`src/rtl/uart_rx_pkg.sv`:
```
// uart_rx_pkg: CSR address of the receive data register, its field positions,
// and the CSR access types shared with the decoder.
package uart_rx_pkg;

   typedef logic [11:0] CsrAddrT;
   typedef logic [31:0] word;

   typedef enum logic [1:0] {
      CSR_RW   = 2'd0,
      CSR_RS   = 2'd1,
      CSR_RC   = 2'd2,
      CSR_NONE = 2'd3
   } csr_op_t;

   localparam CsrAddrT RxDataAddr = 12'h7C1;

   localparam int unsigned RxValidBit     = 31;
   localparam int unsigned RxOverrunBit   = 30;
   localparam int unsigned RxFrameErrBit  = 29;
   localparam int unsigned RxParityErrBit = 28;

endpackage

```
`src/rtl/uart_rx_fifo.sv`:
```
// rx_fifo: synchronous FIFO with wrap-bit pointers; a pop frees a slot for a
// same-cycle push, so a push while full succeeds only together with a pop.
module rx_fifo #(
   parameter int unsigned Depth = 4,
   parameter int unsigned Width = 8
) (
   input  logic             clk_i,
   input  logic             reset_i,
   input  logic             push_i,
   input  logic             pop_i,
   input  logic [Width-1:0] data_i,
   output logic [Width-1:0] data_o,
   output logic             full_o,
   output logic             empty_o
);
   localparam int unsigned AW = $clog2(Depth);
   localparam logic [AW:0] PtrOne = {{AW{1'b0}}, 1'b1};

   logic [AW:0]      wr_q, wr_d, rd_q, rd_d;
   logic [Width-1:0] mem_q [Depth];
   logic             wr_en_s, rd_en_s;

   assign empty_o = (wr_q == rd_q);
   assign full_o  = (wr_q[AW] != rd_q[AW]) && (wr_q[AW-1:0] == rd_q[AW-1:0]);
   assign rd_en_s = pop_i && !empty_o;
   assign wr_en_s = push_i && (!full_o || rd_en_s);
   assign data_o  = mem_q[rd_q[AW-1:0]];

   always_comb begin
      if (wr_en_s) wr_d = wr_q + PtrOne;
      else         wr_d = wr_q;
      if (rd_en_s) rd_d = rd_q + PtrOne;
      else         rd_d = rd_q;
   end

   always_ff @(posedge clk_i or negedge reset_i) begin
      if (!reset_i) begin
         wr_q <= {(AW+1){1'b0}};
         rd_q <= {(AW+1){1'b0}};
         for (int i = 0; i < int'(Depth); i++) mem_q[i] <= {Width{1'b0}};
      end else begin
         wr_q <= wr_d;
         rd_q <= rd_d;
         if (wr_en_s) mem_q[wr_q[AW-1:0]] <= data_i;
      end
   end

endmodule

```
`src/rtl/uart_rx.sv`:
```
// uart_rx: synchronised 8N1 receiver feeding rx_fifo, popped by a read of CSR Addr.
// Defining UART_RX_PARITY_EN adds an even-parity bit after bit 7 (error flag in bit 28).
module uart_rx
   import uart_rx_pkg::*;
#(
   parameter int unsigned Oversample = 16,
   parameter int unsigned FifoDepth  = 4,
   parameter CsrAddrT     Addr       = RxDataAddr
) (
   input  logic        clk_i,
   input  logic        reset_i,
   input  logic        rx,
   input  logic [15:0] prescaler,
   input  logic        csr_enable,
   input  logic [11:0] csr_addr,
   input  logic [4:0]  rs1_zimm,
   input  logic [31:0] rs1_data,
   input  logic [1:0]  csr_op,
   output logic [31:0] csr_data_out,
   output logic        rx_interrupt,
   output logic        have_data
);
   localparam int unsigned SW = $clog2(Oversample);
   localparam logic [SW-1:0] SmpZero = {SW{1'b0}};
   localparam logic [SW-1:0] SmpOne  = {{(SW-1){1'b0}}, 1'b1};
   localparam logic [SW-1:0] HalfM1  = SW'(Oversample / 2 - 1);
   localparam logic [SW-1:0] FullM1  = SW'(Oversample - 1);

   localparam logic [2:0] IDLE   = 3'd0;
   localparam logic [2:0] START  = 3'd1;
   localparam logic [2:0] DATA   = 3'd2;
   localparam logic [2:0] STOP   = 3'd4;
`ifdef UART_RX_PARITY_EN
   localparam logic [2:0] PARITY = 3'd3;
   localparam logic [2:0] AFTER_DATA = PARITY;
`else
   localparam logic [2:0] AFTER_DATA = STOP;
`endif

   logic [1:0]    sync_q, sync_d;
   logic [2:0]    state_q, state_d;
   logic [15:0]   presc_q, presc_d;
   logic [SW-1:0] smp_q, smp_d;
   logic [2:0]    bit_q, bit_d;
   logic [7:0]    shift_q, shift_d;
   logic          ovr_q, ovr_d, fe_q, fe_d, irq_q, irq_d;
   logic          rx_s, tick_s, push_s, fe_set_s, rd_s, pop_s, wr_ok_s;
   logic          full_s, empty_s;
   logic [7:0]    head_s;
   logic          unused_s;
`ifdef UART_RX_PARITY_EN
   logic          pe_q, pe_d, par_ok_q, par_ok_d, pe_set_s;
`endif

   assign unused_s = ^{rs1_zimm, rs1_data, csr_op};

   assign sync_d  = {sync_q[0], rx};
   assign rx_s    = sync_q[1];
   assign tick_s  = (presc_q == prescaler);
   assign rd_s    = csr_enable && (csr_addr == Addr);
   assign pop_s   = rd_s && !empty_s;
   assign wr_ok_s = push_s && (!full_s || pop_s);
   assign irq_d   = wr_ok_s;
   assign ovr_d   = (ovr_q && !rd_s) || (push_s && full_s && !pop_s);
   assign fe_d    = (fe_q && !rd_s) || fe_set_s;
`ifdef UART_RX_PARITY_EN
   assign pe_d    = (pe_q && !rd_s) || pe_set_s;
`endif

   // Deframing FSM; the prescale counter restarts at the start-bit edge
   always_comb begin
      state_d  = state_q;
      smp_d    = smp_q;
      bit_d    = bit_q;
      shift_d  = shift_q;
      push_s   = 1'b0;
      fe_set_s = 1'b0;
`ifdef UART_RX_PARITY_EN
      par_ok_d = par_ok_q;
      pe_set_s = 1'b0;
`endif
      if (tick_s) presc_d = 16'd0;
      else        presc_d = presc_q + 16'd1;
      case (state_q)
         IDLE: begin
            if (!rx_s) begin
               state_d = START;
               smp_d   = SmpZero;
               presc_d = 16'd0;
            end else begin
               state_d = IDLE;
            end
         end
         START: begin
            if (tick_s && smp_q == HalfM1) begin
               smp_d = SmpZero;
               bit_d = 3'd0;
               if (!rx_s) state_d = DATA;
               else       state_d = IDLE;
            end else if (tick_s) begin
               smp_d = smp_q + SmpOne;
            end else begin
               smp_d = smp_q;
            end
         end
         DATA: begin
            if (tick_s && smp_q == FullM1) begin
               smp_d          = SmpZero;
               shift_d[bit_q] = rx_s;
               if (bit_q == 3'd7) state_d = AFTER_DATA;
               else               bit_d   = bit_q + 3'd1;
            end else if (tick_s) begin
               smp_d = smp_q + SmpOne;
            end else begin
               smp_d = smp_q;
            end
         end
`ifdef UART_RX_PARITY_EN
         PARITY: begin
            if (tick_s && smp_q == FullM1) begin
               smp_d    = SmpZero;
               par_ok_d = (rx_s == ^shift_q);
               pe_set_s = (rx_s != ^shift_q);
               state_d  = STOP;
            end else if (tick_s) begin
               smp_d = smp_q + SmpOne;
            end else begin
               smp_d = smp_q;
            end
         end
`endif
         STOP: begin
            if (tick_s && smp_q == FullM1) begin
               smp_d   = SmpZero;
               state_d = IDLE;
`ifdef UART_RX_PARITY_EN
               if (rx_s) push_s   = par_ok_q;
               else      fe_set_s = 1'b1;
`else
               if (rx_s) push_s   = 1'b1;
               else      fe_set_s = 1'b1;
`endif
            end else if (tick_s) begin
               smp_d = smp_q + SmpOne;
            end else begin
               smp_d = smp_q;
            end
         end
         default: begin
            state_d = IDLE;
            smp_d   = SmpZero;
         end
      endcase
   end

   // State, sticky flags and interrupt pulse
   always_ff @(posedge clk_i or negedge reset_i) begin
      if (!reset_i) begin
         sync_q   <= 2'b11;
         state_q  <= IDLE;
         presc_q  <= 16'd0;
         smp_q    <= SmpZero;
         bit_q    <= 3'd0;
         shift_q  <= 8'h00;
         ovr_q    <= 1'b0;
         fe_q     <= 1'b0;
         irq_q    <= 1'b0;
`ifdef UART_RX_PARITY_EN
         pe_q     <= 1'b0;
         par_ok_q <= 1'b0;
`endif
      end else begin
         sync_q   <= sync_d;
         state_q  <= state_d;
         presc_q  <= presc_d;
         smp_q    <= smp_d;
         bit_q    <= bit_d;
         shift_q  <= shift_d;
         ovr_q    <= ovr_d;
         fe_q     <= fe_d;
         irq_q    <= irq_d;
`ifdef UART_RX_PARITY_EN
         pe_q     <= pe_d;
         par_ok_q <= par_ok_d;
`endif
      end
   end

   rx_fifo #(.Depth(FifoDepth), .Width(8)) u_fifo (
      .clk_i   (clk_i),
      .reset_i (reset_i),
      .push_i  (push_s),
      .pop_i   (pop_s),
      .data_i  (shift_q),
      .data_o  (head_s),
      .full_o  (full_s),
      .empty_o (empty_s)
   );

   assign have_data    = !empty_s;
   assign rx_interrupt = irq_q;

   always_comb begin
      csr_data_out                = 32'h0000_0000;
      csr_data_out[RxValidBit]    = have_data;
      csr_data_out[RxOverrunBit]  = ovr_q;
      csr_data_out[RxFrameErrBit] = fe_q;
`ifdef UART_RX_PARITY_EN
      csr_data_out[RxParityErrBit] = pe_q;
`else
      csr_data_out[RxParityErrBit] = 1'b0;
`endif
      if (have_data) csr_data_out[7:0] = head_s;
      else           csr_data_out[7:0] = 8'h00;
   end

endmodule

```
`config.mk`:
```
export PLATFORM = sky130hd
export DESIGN_NAME = uart_rx
export DESIGN_NICKNAME = d
export VERILOG_FILES = /design/src/rtl/uart_rx_pkg.sv /design/src/rtl/uart_rx_fifo.sv /design/src/rtl/uart_rx.sv
export SDC_FILE = /design/constraint.sdc
export NUM_CORES = 1
export LEC_CHECK = 0
export BUFFER_PORTS_ARGS = -buffer_cell sky130_fd_sc_hd__buf_2
export CAP_MARGIN = 10
export CORE_MARGIN = 5
export CORE_UTILIZATION = 53
export CTS_BUF_LIST = sky130_fd_sc_hd__clkbuf_16
export DETAILED_ROUTE_END_ITERATION = 16
export MAX_ROUTING_LAYER = met4
export PLACE_DENSITY = 0.8
export SLEW_MARGIN = 15
export SYNTH_ARGS = -nofsm -noshare
export SYNTH_HDL_FRONTEND = slang
export SYNTH_SLANG_ARGS = --single-unit
```
`constraint.sdc`:
```
create_clock -name clk_i -period 2.89 [get_ports clk_i]
set_input_delay 0.1445 -clock clk_i [delete_from_list [all_inputs] [get_ports clk_i]]
set_output_delay 0.1445 -clock clk_i [all_outputs]
set_load 0.01 [all_outputs]
```
==> results of run 1 <==
registers in the layout, summed over array words and instances, names as in the netlist:
name / flops
u_fifo.mem_q: 32
shift_q: 8
u_fifo.wr_q: 3
rx_interrupt: 1
sync_q: 2
fe_q: 1
u_fifo.rd_q: 3
smp_q: 4
bit_q: 3
presc_q: 16
ovr_q: 1
state_q: 3
metal layers:
layer  global-route usage, %  vias up  share of wire [%]
li1                        -     1325                  -
met1                    22.4     1398                 43
met2                    30.6       75                 52
met3                    4.07       13                4.4
met4                    7.25        0                1.5
met5                       -        -                  0
final cells by class:
type / count / area share [%]
clock buffers: 9 / 4.74
clock inverters: 7 / 2.40
inverters: 8 / 0.633
multi-input cells: 259 / 42.4
flip-flops and latches: 77 / 40.6
well taps: 102 / 2.69
repair buffers: 55 / 6.54
power breakdown:
group          switching (uW)  leakage (uW)  internal (uW)
logic                     108       0.00112            103
clock network             431      0.000161            838
registers                71.8       0.00103           1130
synthesized netlist by cell type, types with 6 or more instances:
| master | n | area (um^2) |
|---|---|---|
| inv_1 | 8 | 30.0 |
| ha_1 | 9 | 113 |
| xnor2_1 | 25 | 219 |
| nand3_1 | 11 | 55.1 |
| mux4_2 | 8 | 180 |
| o21ai_0 | 8 | 40.0 |
| nand4_1 | 8 | 50.1 |
| clkbuf_1 | 12 | 45.0 |
| buf_4 | 24 | 180 |
| nand2_1 | 21 | 78.8 |
| xor2_1 | 12 | 105 |
| dfrtp_1 | 75 | 1880 |
| nor2b_1 | 8 | 50.1 |
| nor2_1 | 25 | 93.8 |
| and3_1 | 6 | 37.5 |
| mux2_2 | 40 | 450 |
critical path: cells and delay by family, from the launching register on:
kind / cells / cell delay, ns
AND/OR/NAND/NOR: 4 / 1.00
buffers and inverters: 1 / 0.25
flip-flops: 1 / 0.45
multiplexers: 1 / 0.39
XOR/XNOR: 1 / 0.16
cells in the final DEF, fill, tap and decap left out, drive strengths merged, types with 9 or more instances in the layout:
master and instances:
ha 9, mux2 40, dfrtp 75, nand3 11, nor2b 9, xor2 12
xnor2 25, clkbuf 9, nor2 25, buf 53, nand2 25, conb 21
kinds of logic (layout without fill, tap and decap cells):
group | count (synthesis) | in the layout | synth area share [%]
xor+xnor | 37 | 37 | 7.85
flops | 77 | 77 | 46.7
fa+ha+maj | 9 | 9 | 2.73
simple gates | 112 | 112 | 15.8
mux | 48 | 48 | 15.3
compound gates | 32 | 32 | 5.18
other cells | 1 | 21 | 0.0908
buf+inv | 46 | 79 | 6.42
stage by stage:
| stage | utilization [%] | cell area (um^2) | setup WS, ns |
|---|---|---|---|
| floorplan | - | 4210 | 0.411 |
| global placement | 57.4 | 4390 | 0.549 |
| detailed placement | 57.4 | 4390 | 0.549 |
| CTS | 62.1 | 4750 | 0.489 |
| global route | 62.1 | 4750 | 0.252 |
| finish | 62.1 | 4750 | 0.517 |
worst paths after layout:
check,from,end
min,sync_q[0],sync_q[1]
max reg2reg,presc_q[6],shift_q[6]
max in group asynchronous,reset_i,u_fifo.mem_q[20]
max,presc_q[6],shift_q[6]
min in group asynchronous,reset_i,u_fifo.mem_q[24]
min reg2reg,sync_q[0],sync_q[1]
what timing repair did:
action,CTS,global route
setup endpoints to repair,0,0
hold endpoints to repair,6,0
hold buffers,2,0
==> reports/metrics.csv, run 1 <==
stage;metric;value;unit
status;status;complete, no violations;
grt;grt_pass1_vias;2851;
final_layout;area_growth;14.9;%
sta;hold_slack;0.355;ns
logic_synthesis;async_reset_ff_share;100;%
setup_path;worstPathRequired;3.10;ns
logic_synthesis;synth_warnings;0;
run;maxCapViolations;0;
logic_synthesis;yosysUniqueCellTypes;47;
clocking;root_buffer;clkbuf_16;
grt;grtUsageTotal;18.6;%
final_layout;stdcell_count;517;
setup_path;cp_max_fo;12;
sta;setup_tns;0;ns
setup_path;max_stage_delay;0.45;ns
clocking;clk_pin_slew_worst_paths;0.06;ns
logic_synthesis;postSynthCellCount;362;
final_layout;diodes;0;
place;io_buffers;44;
floorplanning;design.core.area;7650;um^2
clocking;cts_buffers;9;
logic_synthesis;synth-seq-cells;77;
power_and_ir_drop;leakage;0.00231;uW
clocking;clk_path_buf_depth;2;
grt;grt_pass1_wl;14000;um
setup_path;arrival;2.59;ns
setup_path;worstSetupPathType;flip-flop to flip-flop;
route;drc;0;
final_layout;multiInputGateArea;2010;um^2
logic_synthesis;syn_area;4130;um^2
clocking;cts_setup_buffers;0;
logic_synthesis;synth-main-ff-cell;dfrtp_1;
setup_path;crit_path_top_delay_cell;dfrtp_1;
setup_path;crit_chain;xnor2_1, nand4_1, nor4_1, buf_4, nand3_1, nor4_1, mux2_2;
sta;max_slew.worst_pin.slew;0.944;ns
place;placed_cells;499;
route;via_count;2811;
clocking;cts_tree;built;
setup_path;r2r_setup_slack;0.52;ns
place;globalplace.congestion;0.924;
setup_path;r2r.worst_path.cells;7;
clocking;cts_resized;0;
sta;hold_viol;0;
floorplanning;start_util;54.0;%
setup_path;worstSetupEndpointType;flip-flop;
floorplanning;die_x;98.3;um
route;drt-total-wl;8330;um
route;first_pass_iters;4;
min_path;holdPathStages;0;
clocking;cts.htree.levels;3;
power_and_ir_drop;power-per-cell-area;565;nW/um^2
sta;setup_viol;0;
sta;clock_skew;0.00611;ns
final_layout;drive_above_1_share;30.8;%
route;ant_nets;0;
final_layout;nets;490;
grt;grt_max_degree;78;
route;drt_iter0_markers;137;
floorplanning;dieArea;9660;um^2
sta;period_share;82.1;%
sta;slew_headroom;37.1;%
final_layout;nFillCells;620;
clocking;clk_latency;0.33;ns
setup_path;worstSetupStartpointType;flip-flop;
setup_path;cpMostUsedCell;nor4_1;
sta;maxSlewViolCount;0;
grt;antenna_found_initial;0;
logic_synthesis;synth_enable_flop_cells;0;
clocking;cts_sinks;77;
floorplanning;pin_count;105;
route;drt-wirelength-per-cell;16.1;um
power_and_ir_drop;power;2680;uW
floorplanning;rows;32;
sta;rsz0062_at_grt;no;
sta;timing.fmax;421;MHz
final_layout;seq_area;1930;um^2
logic_synthesis;synth_seq_area_share;46.7;%
grt;grt_overflow;0;
min_path;hold_class;flip-flop to flip-flop;
sta;timing.final.crit_period;2.37;ns
logic_synthesis;avgSynthCellArea;11.4;um^2
route;vias_per_cell;5.44;
power_and_ir_drop;vdd_drop_max;0.359;mV
floorplanning;die_height;98.3;um
place;dpl.hpwl;5740;um
Note: power is estimated with default switching activity, not from simulation.
==> run 2: changes to the inputs <==
==> constraint.sdc (replaced) <==
create_clock -name clk_i -period 2.45 [get_ports clk_i]
set_input_delay 0.1225 -clock clk_i [delete_from_list [all_inputs] [get_ports clk_i]]
set_output_delay 0.1225 -clock clk_i [all_outputs]
set_load 0.01 [all_outputs]
==> reports/metrics.csv, run 2 (synthesized netlist as in run 1, its figures left out) <==
stage;metric;value;unit;change
setup_path;worst-path-buf-inv;2;;was 1
min_path;min_from;csr_addr[4];;was sync_q[0]
sta;hold_viol;0;;unchanged
clocking;cts_tree;built;;unchanged
clocking;clk_latency;0.33;ns;about the same
setup_path;r2r-end;u_fifo.mem_q[0];;was shift_q[6]
setup_path;crit_chain;xnor2_1, nand4_1, nor4_1, buf_4, nor4b_4, buf_4, nand2_4, mux2_2;;was xnor2_1, nand4_1, nor4_1, buf_4, nand3_1, nor4_1, mux2_2
run;maxCapViolations;0;;unchanged
power_and_ir_drop;power-per-cell-area;666;nW/um^2;was 565 nW/um^2
setup_path;worstSetupPathType;flip-flop to flip-flop;;unchanged
route;first_pass_iters;4;;unchanged
place;globalplace.congestion;0.898;;was 0.924
floorplanning;pin_count;105;;unchanged
route;drc;0;;unchanged
clocking;cts.htree.levels;3;;unchanged
floorplanning;dieArea;9660;um^2;unchanged
sta;hold_slack;0.323;ns;was 0.355 ns
place;io_buffers;44;;unchanged
power_and_ir_drop;leakage;0.00233;uW;was 0.00231 uW
final_layout;mostFrequentLayoutCells;dfrtp_1 (75), buf_2 (43), mux2_2 (40);;unchanged
route;vias_per_cell;5.34;;was 5.44
route;via_count;2771;;was 2811
sta;setup_viol;0;;unchanged
sta;slew_headroom;35.8;%;was 37.1%
setup_path;worstPathRequired;2.67;ns;was 3.10 ns
sta;timing.final.crit_period;2.30;ns;was 2.37 ns
floorplanning;die_x;98.3;um;unchanged
place;placed_cells;501;;was 499
setup_path;regToRegStartpoint;presc_q[11];;was presc_q[6]
final_layout;top_regs;u_fifo.mem_q: 32 flops, presc_q: 16 flops, shift_q: 8 flops;;unchanged
status;status;complete, no violations;;unchanged
clocking;clk_pin_slew_worst_paths;0.06;ns;about the same
power_and_ir_drop;switching_share;22.9;%;was 22.8%
grt;grtUsageTotal;18.1;%;was 18.6%
final_layout;diodes;0;;unchanged
final_layout;regMostFlops;u_fifo.mem_q;;unchanged
floorplanning;start_util;54.0;%;unchanged
final_layout;largest_reg_flops;32;;unchanged
final_layout;stdcell_count;519;;was 517
route;drt-total-wl;8070;um;was 8330 um
grt;grt_max_degree;78;;unchanged
final_layout;nFillCells;620;;unchanged
sta;maxSlewViolCount;0;;unchanged
final_layout;layout_commonest_cell;dfrtp_1;;unchanged
power_and_ir_drop;vdd_drop_max;0.441;mV;was 0.359 mV
power_and_ir_drop;power;3190;uW;was 2680 uW
setup_path;worstSetupStartpointType;flip-flop;;unchanged
final_layout;drive_above_1_share;32.1;%;was 30.8%
floorplanning;design.core.area;7650;um^2;unchanged
grt;grt_pass1_vias;2876;;was 2851
setup_path;crit_path_top_delay_cell;dfrtp_1;;unchanged
sta;clock_skew;0.00768;ns;was 0.00611 ns
clocking;cts_sinks;77;;unchanged
setup_path;worstSetupEndpointType;flip-flop;;unchanged
sta;rsz0062_at_grt;no;;unchanged
grt;grt_overflow;0;;unchanged
grt;antenna_found_initial;0;;unchanged
setup_path;cpMostUsedCell;buf_4;;was nor4_1
clocking;root_buffer;clkbuf_16;;unchanged
setup_path;r2r_setup_slack;0.15;ns;was 0.52 ns
sta;setup_tns;0;ns;unchanged
setup_path;crit_cells;8;;was 7
route;drt_iter0_markers;97;;was 137
setup_path;r2r.worst_path.cells;8;;was 7
power_and_ir_drop;p_switching;729;uW;was 611 uW
setup_path;crit_family;simple AND/OR/NAND/NOR gates;;unchanged
final_layout;nets;492;;was 490
min_path;hold_class;input port to flip-flop;;was flip-flop to flip-flop
final_layout;area_growth;15.8;%;was 14.9%
route;ant_nets;0;;unchanged
place;placed_cell_area;4400;um^2;was 4390 um^2
clocking;cts_buffers;9;;unchanged
route;drt-wirelength-per-cell;15.6;um;was 16.1 um
setup_path;max_stage_delay;0.43;ns;was 0.45 ns
power_and_ir_drop;pwr-share-clk;47.2;%;was 47.3%
final_layout;fin_area;4780;um^2;was 4750 um^2
power_and_ir_drop;p_int;2460;uW;was 2070 uW
place;dpl.hpwl;5750;um;was 5740 um
sta;timing.fmax;434;MHz;was 421 MHz
setup_path;cp_max_fo;12;;unchanged
grt;grt_pass1_wl;13600;um;was 14000 um
setup_path;arrival;2.52;ns;was 2.59 ns
floorplanning;die_height;98.3;um;unchanged
power_and_ir_drop;p_comb_share;8.5;%;was 7.9%
clocking;clk_path_buf_depth;2;;unchanged
floorplanning;rows;32;;unchanged
min_path;holdPathStages;5;;was 0
power_and_ir_drop;pwr-share-seq;44.3;%;was 44.8%
min_path;holdPathEnd;ovr_q;;was sync_q[1]
sta;period_share;94.1;%;was 82.1%
sta;max_slew.worst_pin.slew;0.962;ns;was 0.944 ns
## run 2: cell types whose count changed in the layout (fill, tap and decap cells not counted)
| cell | previous run | this run |
|---|---|---|
| clkinv_2 | 0 | 1 |
| clkinv_1 | 2 | 0 |
| inv_1 | 8 | 9 |
| nor4_2 | 0 | 2 |
| buf_4 | 10 | 12 |
| nand3_1 | 11 | 10 |
| nand3_2 | 0 | 1 |
| nor4_1 | 4 | 2 |
## run 2: area by class of cell
type	count	area [um^2]	area share, %
repair buffers	57	325	6.80
flip-flops and latches	77	1930	40.4
multi-input cells	259	2030	42.4
clock buffers	9	225	4.71
clock inverters	7	115	2.41
inverters	8	30.0	0.628
well taps	102	128	2.67
## run 2: timing repair
| action | in CTS | in global routing |
|---|---|---|
| hold buffers | 2 | 0 |
| buffers inserted | 0 | 0 |
| setup endpoints to repair | 0 | 2 |
| endpoints found under the hold margin | 76 | 0 |
| gates resized for setup | 0 | 3 |
## run 2: worst register-to-register path: stages (launching register included)
cell	delay (ns)
dfrtp_1	0.43
xnor2_1	0.19
nand4_1	0.12
nor4_1	0.30
buf_4	0.24
nor4b_4	0.20
buf_4	0.25
nand2_4	0.15
mux2_2	0.31
## run 2: power by group through the flow
| stage | clock (uW) | sequential (uW) | combinational (uW) |
|---|---|---|---|
| after floorplan | 0 | 1410 | 213 |
| after global placement | 0 | 1430 | 261 |
| after detailed placement | 0 | 1430 | 269 |
| after CTS | 1530 | 1410 | 273 |
| after global routing | 1580 | 1420 | 312 |
| final | 1500 | 1410 | 271 |
## run 2: metrics by stage
stage / setup slack [ns] / util (%)
global route: 0.0292 / 62.5
global placement: 0.140 / 57.6
detailed placement: 0.0895 / 57.6
floorplan: 0.0346 / -
finish: 0.146 / 62.5
CTS: 0.0693 / 62.3
## run 2: how the worst max path moves through the flow
stage / slack [ns] / start / end
after floorplan: 0.03 / presc_q[6] / shift_q[6]
after global placement: 0.14 / presc_q[11] / shift_q[3]
after detailed placement: 0.09 / presc_q[11] / shift_q[3]
after CTS: 0.07 / presc_q[11] / shift_q[3]
after global routing: 0.03 / presc_q[11] / u_fifo.mem_q[7]
final: 0.15 / presc_q[11] / u_fifo.mem_q[0]
## run 2: metal layers
layer / share of wire, % / track usage [%]
met1: 42 / 21.4
met2: 52 / 30.6
met3: 3.9 / 3.79
met4: 1.6 / 6.41
met5: 0 / -
